## src/rtl/console_uart_tx.sv

```systemverilog
// console_uart_tx: CONSOLE_OUT byte FIFO feeding an asynchronous UART transmitter (8N1).
// Define CONSOLE_TX_PARITY_EN to insert an even-parity bit between data and stop (8E1).
module console_uart_tx #(
  parameter int CLKS_PER_BIT = 868,
  parameter int FIFO_DEPTH   = 4
) (
  input  logic       CLK,
  input  logic       RESET,
  input  logic [7:0] CONSOLE_OUT,
  input  logic       CONSOLE_OUT_valid,
  output logic       CONSOLE_OUT_ready,
  output logic       TX,
  output logic       TX_busy,
  output logic [2:0] state_dbg
);
  localparam int PTR_W  = $clog2(FIFO_DEPTH);
  localparam int CNT_W  = PTR_W + 1;
  localparam int BAUD_W = (CLKS_PER_BIT > 1) ? $clog2(CLKS_PER_BIT) : 1;
  localparam logic [BAUD_W-1:0] BAUD_LAST = BAUD_W'(CLKS_PER_BIT - 1);
  localparam logic [CNT_W-1:0]  CNT_FULL  = CNT_W'(FIFO_DEPTH);

  typedef enum logic [2:0] {
    IDLE   = 3'd0,
    START  = 3'd1,
    DATA   = 3'd2,
`ifdef CONSOLE_TX_PARITY_EN
    PARITY = 3'd3,
`endif
    STOP   = 3'd4
  } state_t;

  state_t             state, state_next;
  logic [7:0]         mem [FIFO_DEPTH];
  logic [PTR_W-1:0]   wr_ptr, rd_ptr;
  logic [CNT_W-1:0]   count;
  logic [BAUD_W-1:0]  baud, baud_next;
  logic [2:0]         bit_idx, bit_next;
  logic [7:0]         shift, shift_next;
  logic               tx_next;
  logic               push, pop, fifo_empty, baud_end;
`ifdef CONSOLE_TX_PARITY_EN
  logic               par_bit, par_next;
`endif

  // Handshake: a byte transfers on a rising CLK edge where CONSOLE_OUT_valid && CONSOLE_OUT_ready;
  // ready depends only on the registered count, and a stalled producer simply holds its byte.
  assign CONSOLE_OUT_ready = (count != CNT_FULL);
  assign push       = CONSOLE_OUT_valid && CONSOLE_OUT_ready;
  assign fifo_empty = (count == '0);
  assign baud_end   = (baud == BAUD_LAST);
  assign TX_busy    = (state != IDLE) || !fifo_empty;
  assign state_dbg  = state;

  always_ff @(posedge CLK) begin
    if (push) mem[wr_ptr] <= CONSOLE_OUT;
  end

  always_ff @(posedge CLK or posedge RESET) begin
    if (RESET) begin
      wr_ptr <= '0;
      rd_ptr <= '0;
      count  <= '0;
    end else begin
      if (push) wr_ptr <= wr_ptr + PTR_W'(1);
      if (pop)  rd_ptr <= rd_ptr + PTR_W'(1);
      case ({push, pop})
        2'b10:   count <= count + CNT_W'(1);
        2'b01:   count <= count - CNT_W'(1);
        default: count <= count;
      endcase
    end
  end

  always_ff @(posedge CLK or posedge RESET) begin
    if (RESET) begin
      state   <= IDLE;
      baud    <= '0;
      bit_idx <= '0;
      shift   <= '0;
      TX      <= 1'b1;
`ifdef CONSOLE_TX_PARITY_EN
      par_bit <= 1'b0;
`endif
    end else begin
      state   <= state_next;
      baud    <= baud_next;
      bit_idx <= bit_next;
      shift   <= shift_next;
      TX      <= tx_next;
`ifdef CONSOLE_TX_PARITY_EN
      par_bit <= par_next;
`endif
    end
  end

  always_comb begin
    state_next = state;
    baud_next  = baud;
    bit_next   = bit_idx;
    shift_next = shift;
    pop        = 1'b0;
`ifdef CONSOLE_TX_PARITY_EN
    par_next   = par_bit;
`endif
    case (state)
      IDLE: begin
        baud_next = '0;
        if (!fifo_empty) begin
          pop        = 1'b1;
          shift_next = mem[rd_ptr];
`ifdef CONSOLE_TX_PARITY_EN
          par_next   = ^mem[rd_ptr];
`endif
          state_next = START;
        end
      end
      START: begin
        if (baud_end) begin
          baud_next  = '0;
          bit_next   = '0;
          state_next = DATA;
        end else begin
          baud_next = baud + BAUD_W'(1);
        end
      end
      DATA: begin
        if (baud_end) begin
          baud_next  = '0;
          shift_next = shift >> 1;
          if (bit_idx == 3'd7) begin
`ifdef CONSOLE_TX_PARITY_EN
            state_next = PARITY;
`else
            state_next = STOP;
`endif
          end else begin
            bit_next = bit_idx + 3'd1;
          end
        end else begin
          baud_next = baud + BAUD_W'(1);
        end
      end
`ifdef CONSOLE_TX_PARITY_EN
      PARITY: begin
        if (baud_end) begin
          baud_next  = '0;
          state_next = STOP;
        end else begin
          baud_next = baud + BAUD_W'(1);
        end
      end
`endif
      STOP: begin
        if (baud_end) begin
          baud_next = '0;
          // Chain straight into the next start bit so queued bytes leave with no idle gap.
          if (!fifo_empty) begin
            pop        = 1'b1;
            shift_next = mem[rd_ptr];
`ifdef CONSOLE_TX_PARITY_EN
            par_next   = ^mem[rd_ptr];
`endif
            state_next = START;
          end else begin
            state_next = IDLE;
          end
        end else begin
          baud_next = baud + BAUD_W'(1);
        end
      end
      default: begin
        state_next = IDLE;
        baud_next  = '0;
      end
    endcase
  end

  // TX is registered from the next-state view, so the line changes on the same edge as the state.
  always_comb begin
    tx_next = 1'b1;
    case (state_next)
      START:   tx_next = 1'b0;
      DATA:    tx_next = shift_next[0];
`ifdef CONSOLE_TX_PARITY_EN
      PARITY:  tx_next = par_next;
`endif
      default: tx_next = 1'b1;
    endcase
  end

endmodule
```

## config.mk

```make
export PLATFORM = sky130hd
export DESIGN_NAME = console_uart_tx
export DESIGN_NICKNAME = d
export VERILOG_FILES = /design/src/rtl/console_uart_tx.sv
export SDC_FILE = /design/constraint.sdc
export NUM_CORES = 1
export LEC_CHECK = 0
export CAP_MARGIN = 5
export CORE_ASPECT_RATIO = 0.75
export CORE_UTILIZATION = 50
export DETAILED_ROUTE_END_ITERATION = 10
export PLACE_DENSITY = 0.69
export SETUP_SLACK_MARGIN = 0.1
export SYNTH_ARGS = -nofsm -noshare
export SYNTH_HDL_FRONTEND = slang
export SYNTH_SLANG_ARGS = --single-unit
```

## constraint.sdc

```tcl
create_clock -name CLK -period 3.1 [get_ports CLK]
set_input_delay 0.62 -clock CLK [delete_from_list [all_inputs] [get_ports CLK]]
set_output_delay 0.62 -clock CLK [all_outputs]
set_load 0.02 [all_outputs]
```

==> run_results.csv, run 1 <==
group,metric,value,unit
grt,grt_use_total,20.0,%
logic_synthesis,synth_top_family_by_area,"simple AND/OR/NAND/NOR gates",
setup_path,worstPathRequired,3.36,ns
finish,fin_util,61.7,%
cts,cts_max_path_buffers,2,
logic_synthesis,synth-compound-area-share,7.87,%
cts,postCtsSetupBuffers,0,
sta,max_freq,0.389,GHz
logic_synthesis,syn_area,0.00299,mm2
finish,fin_area,0.00342,mm2
logic_synthesis,ys_seq_area_share,59.0,%
cts,cts_tree,"built",
logic_synthesis,syn-num-nets,237,
place,hpwlAfterDp,3.85,mm
place,pre_cts_ws,0.551,ns
power,swShare,24.9,%
sta,hold_viol_final,0,
floorplanning,core.rowCount,23,
setup_path,critPathSlowestCell,"dfrtp_1",
sta,fin_setup_tns,0,ns
power,p_per_area,615,mW/mm2
finish,drive_gt1_share,16.0,%
sta,relSlewSlack,43.2,%
finish,areaGrowthSynthToFinish,14.6,%
sta,rsz0062_at_grt,"false",
place,gp_congestion,0.843,
floorplanning,die_y,69.0,um
grt,grt_pass1_vias,1800,
status,outcome,"completed",
logic_synthesis,muxShareOfSynthArea,6.74,%
setup_path,endpoint_kind,"register",
power,ir_worst_vdd,0.322,mV
floorplanning,start_util,53.8,%
cts,root_buffer,"clkbuf_8",
power,intPower,1580,uW
power,total_power,2110,uW
detailed_routing,ant_nets,0,
power,leakagePower,0.00128,uW
floorplanning,io_pins,17,
logic_synthesis,synth_fa_ha_area_share,4.02,%
detailed_routing,vias,1790,
detailed_routing,wl_per_cell,17.2,um
sta,clock_skew,0.00908,ns
setup_path,cp_max_fo,7,
power,pwr-share-seq,51.2,%
logic_synthesis,synth_area_per_cell,13.8,um2
grt,grt_antenna_before_repair,0,
place,place_area,0.00321,mm2
cts,numCtsBuffers,9,
cts,cts_htree_levels,3,
grt,grt_max_degree,20,
setup_path,critical_path.top_delay_family,"adder cells",
setup_path,cpPeakStageDelay,0.39,ns
detailed_routing,postRouteWirelength,5.47,mm
cts,clkLatencyLatePin,0.34,ns
setup_path,worstSetupPathType,"register to register",
setup_path,worst-path-buf-inv,1,
detailed_routing,vias_per_cell,5.63,
floorplanning,dieWidth,91.3,um
detailed_routing,drc_errors,0,
sta,finalCriticalPeriod,2.57,ns
finish,final-seq-area,0.00176,mm2
finish,multi_input_area,0.00112,mm2
min_path,holdCritPathClass,"register to register",
logic_synthesis,async_flop_share,50.0,%
sta,tightest_slew,0.846,ns
cts,path_clk_slew,0.07,ns
logic_synthesis,ys.flop_type,"edfxtp_1",
sta,period_share,82.9,%
setup_path,crit_arrival,2.83,ns
sta,setup_ws,0.531,ns
place,io_buffers,16,
logic_synthesis,synthXorXnorAreaFrac,4.40,%
power,clkPwrFrac,36.0,%
floorplanning,core-area,0.00555,mm2
cts,clock-sinks,64,
cts,post_cts_resized,0,
floorplanning,fp.dieArea,0.00629,mm2
logic_synthesis,synthCells,217,
detailed_routing,drtPass1Iterations,4,
sta,setup_viol,0,
cts,hold_buffers,0,
setup_path,cp-start-kind,"register",
finish,insertedDiodeCount,0,
logic_synthesis,yosys.cell_types.count,49,
power,switching_power,525,uW
job,maxCapViolCount,0,
detailed_routing,drtIter0Drc,110,
logic_synthesis,synth-edff-count,32,
finish,fillCellCount,427,
logic_synthesis,synthSimpleGateAreaFrac,14.5,%
setup_path,crit_chain,"ha_1 -> and4bb_4 -> a31oi_1 -> nor3_2 -> ha_1 -> inv_1 -> fa_1 -> xor2_1 -> nor2_1 -> xor2_1",
grt,grt_first_pass_wirelength,9.11,mm
sta,drv_slew,0,
logic_synthesis,synth-seq-cells,64,
finish,nets,258,
logic_synthesis,synth_warnings,0,
grt,overflow,0,
power,power_frac_comb,12.9,%
-- logic make-up (layout without fill, tap and decap cells) --
| kind of cell | after synthesis | count (layout) |
|---|---|---|
| AOI/OAI and AO/OA | 29 | 29 |
| adders and majority gates | 9 | 9 |
| and+or+nand+nor | 68 | 68 |
| buffers and inverters | 22 | 48 |
| muxes | 10 | 10 |
| DFF | 64 | 64 |
| xor gates and xnor gates | 15 | 15 |
-- cell type report --
cell class / instances / share of cell area (%)
Timing Repair Buffer: 20 / 5.55
Clock buffer: 9 / 3.62
Sequential cell: 64 / 51.5
Clock inverter: 7 / 2.52
Tap cell: 75 / 2.74
Multi-Input combinational cell: 131 / 32.8
Inverter: 12 / 1.32
-- final timing paths --
path / start / end / slack (ns) / cells after the start
max: baud[0]$_DFF_PP0_ / count[2]$_DFFE_PP0P_ / 0.53 / 10
min: baud[0]$_DFF_PP0_ / baud[0]$_DFF_PP0_ / 0.50 / 1
max reg2reg: baud[0]$_DFF_PP0_ / count[2]$_DFFE_PP0P_ / 0.53 / 10
min reg2reg: baud[0]$_DFF_PP0_ / baud[0]$_DFF_PP0_ / 0.50 / 1
max in group asynchronous: RESET / baud[6]$_DFF_PP0_ / 1.80 / 3
min in group asynchronous: RESET / baud[2]$_DFF_PP0_ / 0.69 / 2
-- Yosys cell counts, types with 2 or more instances --
| cell | number | area (um2) |
|---|---|---|
| dfrtp_1 | 31 | 776 |
| nor3b_2 | 2 | 25.0 |
| and2_1 | 2 | 12.5 |
| nor4b_1 | 7 | 61.3 |
| inv_1 | 12 | 45.0 |
| nand3_1 | 6 | 30.0 |
| mux4_2 | 8 | 180 |
| xnor2_1 | 7 | 61.3 |
| a22o_1 | 2 | 17.5 |
| o31ai_1 | 2 | 15.0 |
| nand2_1 | 7 | 26.3 |
| nor4_1 | 2 | 12.5 |
| nor3_1 | 4 | 20.0 |
| buf_6 | 2 | 22.5 |
| nand4_1 | 5 | 31.3 |
| xor2_1 | 8 | 70.1 |
| buf_1 | 2 | 7.51 |
| or3_1 | 2 | 12.5 |
| o21ai_0 | 5 | 25.0 |
| edfxtp_1 | 32 | 961 |
| a21oi_1 | 4 | 20.0 |
| a22oi_1 | 2 | 15.0 |
| nor3_2 | 2 | 20.0 |
| a221o_1 | 6 | 60.1 |
| buf_2 | 4 | 20.0 |
| nor2_1 | 18 | 67.6 |
| and3_1 | 4 | 25.0 |
| ha_1 | 8 | 100 |
-- stage by stage --
stage / std cells / hold slack [ns]
6_report: 318 / 0.500
5_1_grt: 318 / 0.543
4_1_cts: 318 / 0.508
3_3_place_gp: 302 / 0.469
2_1_floorplan: 217 / 0.455
3_5_place_dp: 302 / 0.498
-- power groups by stage --
stage	clock network, uW	registers, uW	logic, uW
after floorplan	0	1080	189
after global placement	0	1090	261
after detailed placement	0	1090	272
after CTS	774	1080	275
after global routing	806	1090	307
final	758	1080	271
-- cell usage in the layout, fill, tap and decap left out, drive strengths merged, types with 2 or more instances in the layout --
| cell | instances |
|---|---|
| a21oi | 4 |
| a221o | 6 |
| a22o | 2 |
| a22oi | 2 |
| and2 | 2 |
| and3 | 5 |
| buf | 4 |
| bufinv | 2 |
| clkbuf | 9 |
| clkdlybuf4s50 | 16 |
| clkinv | 3 |
| clkinvlp | 2 |
| dfrtp | 31 |
| edfxtp | 32 |
| ha | 8 |
| inv | 12 |
| mux4 | 8 |
| nand2 | 7 |
| nand3 | 6 |
| nand4 | 5 |
| nor2 | 18 |
| nor3 | 6 |
| nor3b | 2 |
| nor4 | 2 |
| nor4b | 8 |
| o21ai | 7 |
| o31ai | 2 |
| or3 | 2 |
| xnor2 | 7 |
| xor2 | 8 |
-- sequential cells by signal, indices dropped and copies added (netlist names) --
| signal | flops |
|---|---|
| TX | 1 |
| shift | 8 |
| mem | 32 |
| baud | 10 |
| bit_idx | 3 |
| count | 3 |
| rd_ptr | 2 |
| state_dbg | 3 |
| wr_ptr | 2 |
-- layer usage --
layer	share of wire, %	vias up	wire length, um	global-route usage [%]
met2	44	42	2420	28.7
met1	51	885	2800	28.8
met4	0.24	0	13	6.15
li1	-	861	-	-
met3	4.3	2	236	6.91
met5	0	-	0	0
No activity file was read; power rests on OpenSTA's default activity.
==> run 2: changes to the inputs <==
Clock period 3.1 ns to 2.4 ns, I/O delays scaled along.
==> run_results.csv, run 2 (synthesized netlist as in run 1, its figures left out) <==
group,metric,value,unit
status,outcome,"completed",
cts,cts_htree_levels,3,
cts,clock-sinks,64,
setup_path,crit_arrival,2.54,ns
finish,largest_register_ffs,32,
finish,drive_gt1_share,22.8,%
cts,cts_tree,"built",
cts,root_buffer,"clkbuf_8",
setup_path,critical_path.top_delay_family,"adder cells",
detailed_routing,drtPass1Iterations,4,
power,p_per_area,775,mW/mm2
setup_path,cp-start-kind,"register",
power,leakagePower,0.00134,uW
setup_path,worstSetupPathType,"register to register",
place,io_buffers,16,
grt,grt_pass1_vias,1784,
min_path,whs_endpoint,"shift[5]$_DFFE_PP0P_",
setup_path,ff2ff_setup_slack,0.11,ns
finish,nets,269,
grt,grt_first_pass_wirelength,9.16,mm
floorplanning,core.rowCount,23,
setup_path,r2r_cells,10,
sta,clock_skew,0.00795,ns
sta,fin_setup_tns,0,ns
detailed_routing,wl_per_cell,16.6,um
grt,grt_use_total,20.1,%
sta,hold_viol_final,0,
place,hpwlAfterDp,3.78,mm
floorplanning,die_y,69.0,um
finish,areaGrowthSynthToFinish,19.1,%
setup_path,critPathSlowestCell,"dfrtp_1",
cts,cts_max_path_buffers,2,
sta,max_freq,0.437,GHz
finish,most-common-layout-cells,"edfxtp_1 (32), dfrtp_1 (31), nor2_1 (18)",
finish,largestRegisters,"mem x32, baud x10, shift x8",
detailed_routing,vias_per_cell,5.54,
setup_path,worstPathRequired,2.65,ns
floorplanning,dieWidth,91.3,um
sta,hold_ws,0.520,ns
setup_path,cpPeakStageDelay,0.42,ns
detailed_routing,ant_nets,0,
finish,final_common_cell,"edfxtp_1",
sta,relSlewSlack,48.7,%
job,maxCapViolCount,0,
grt,overflow,0,
cts,clkLatencyLatePin,0.33,ns
finish,insertedDiodeCount,0,
grt,grt_antenna_before_repair,0,
floorplanning,io_pins,17,
setup_path,worst-path-buf-inv,1,
floorplanning,start_util,53.8,%
setup_path,rr_endpoint,"count[2]$_DFFE_PP0P_",
sta,tightest_slew,0.764,ns
sta,finalCriticalPeriod,2.29,ns
setup_path,cp_max_fo,5,
place,gp_congestion,0.748,
setup_path,endpoint_kind,"register",
sta,period_share,95.3,%
setup_path,worstReg2RegStart,"baud[0]$_DFF_PP0_",
sta,setup_viol,0,
sta,rsz0062_at_grt,"true",
finish,largest-register,"mem",
detailed_routing,drc_errors,0,
setup_path,critPathLaunch,"baud[0]$_DFF_PP0_",
cts,numCtsBuffers,9,
power,ir_worst_vdd,0.648,mV
sta,drv_slew,0,
cts,path_clk_slew,0.07,ns
setup_path,worst_path_most_repeated_cell,"xor2_1",
detailed_routing,postRouteWirelength,5.45,mm
detailed_routing,drtIter0Drc,129,
setup_path,crit_chain,"ha_4 -> and4bb_4 -> a31oi_4 -> nor3_4 -> ha_2 -> inv_1 -> fa_2 -> xor2_1 -> nor2_1 -> xor2_1",
grt,grt_max_degree,33,
floorplanning,fp.dieArea,0.00629,mm2
min_path,hp-start,"shift[5]$_DFFE_PP0P_",
detailed_routing,vias,1823,
min_path,holdCritPathClass,"register to register",
floorplanning,core-area,0.00555,mm2
min_path,holdPathStages,1,
[run 2: how the worst max path moves through the flow]
stage / slack (ns) / endpoint / depth (start not counted)
5_1_grt: 0.02 / count[2]$_DFFE_PP0P_ / 10
4_1_cts: 0.11 / count[2]$_DFFE_PP0P_ / 10
6_report: 0.11 / count[2]$_DFFE_PP0P_ / 10
3_3_place_gp: 0.17 / count[2]$_DFFE_PP0P_ / 10
2_1_floorplan: 0.08 / count[2]$_DFFE_PP0P_ / 11
3_5_place_dp: 0.12 / count[2]$_DFFE_PP0P_ / 10
[run 2: per-stage QoR]
step | power, uW | worst slack (ns) | instances | utilization [%] | area (um2)
after global placement | 1750 | 0.166 | 311 | 59.5 | 3300
after floorplan | 1630 | 0.0772 | 217 | - | 3010
after CTS | 2790 | 0.114 | 327 | 63.6 | 3530
after global routing | 2900 | 0.0167 | 329 | 64.1 | 3560
after detailed placement | 1770 | 0.122 | 311 | 59.5 | 3300
final | 2760 | 0.113 | 329 | 64.1 | 3560
[run 2: worst reg2reg max path, stage by stage (launching register included)]
cell	delay, ns
dfrtp_1	0.42
ha_4	0.16
and4bb_4	0.28
a31oi_4	0.11
nor3_4	0.21
ha_2	0.21
inv_1	0.05
fa_2	0.33
xor2_1	0.14
nor2_1	0.13
xor2_1	0.16
[run 2: layout make-up]
type,instances,area [um2]
Clock buffer,9,124
Clock inverter,7,95.1
Fill cell,418,1990
Inverter,12,45.0
Multi-Input combinational cell,131,1170
Sequential cell,64,1760
Tap cell,75,93.8
Timing Repair Buffer,31,273
[run 2: where the power goes]
part           switching [uW]  total (uW)  internal (uW)
combinational             200         358            158
clock                     419        1010            586
sequential               76.2        1400           1320
total                     696        2760           2060
[run 2: layer usage]
| layer | up-vias | global-route usage (%) | wire length (um) |
|---|---|---|---|
| met5 | - | 0 | 0 |
| met4 | 0 | 6.55 | 23 |
| met3 | 2 | 6.25 | 297 |
| met2 | 51 | 29.4 | 2340 |
| met1 | 885 | 28.7 | 2780 |
| li1 | 885 | - | - |
[run 2: what timing repair did]
action,CTS,global route
pin swaps,0,4
hold buffers,0,0
buffers inserted,0,2
resized for setup,2,2
endpoints found under the hold margin,0,0
setup endpoints to repair,2,2
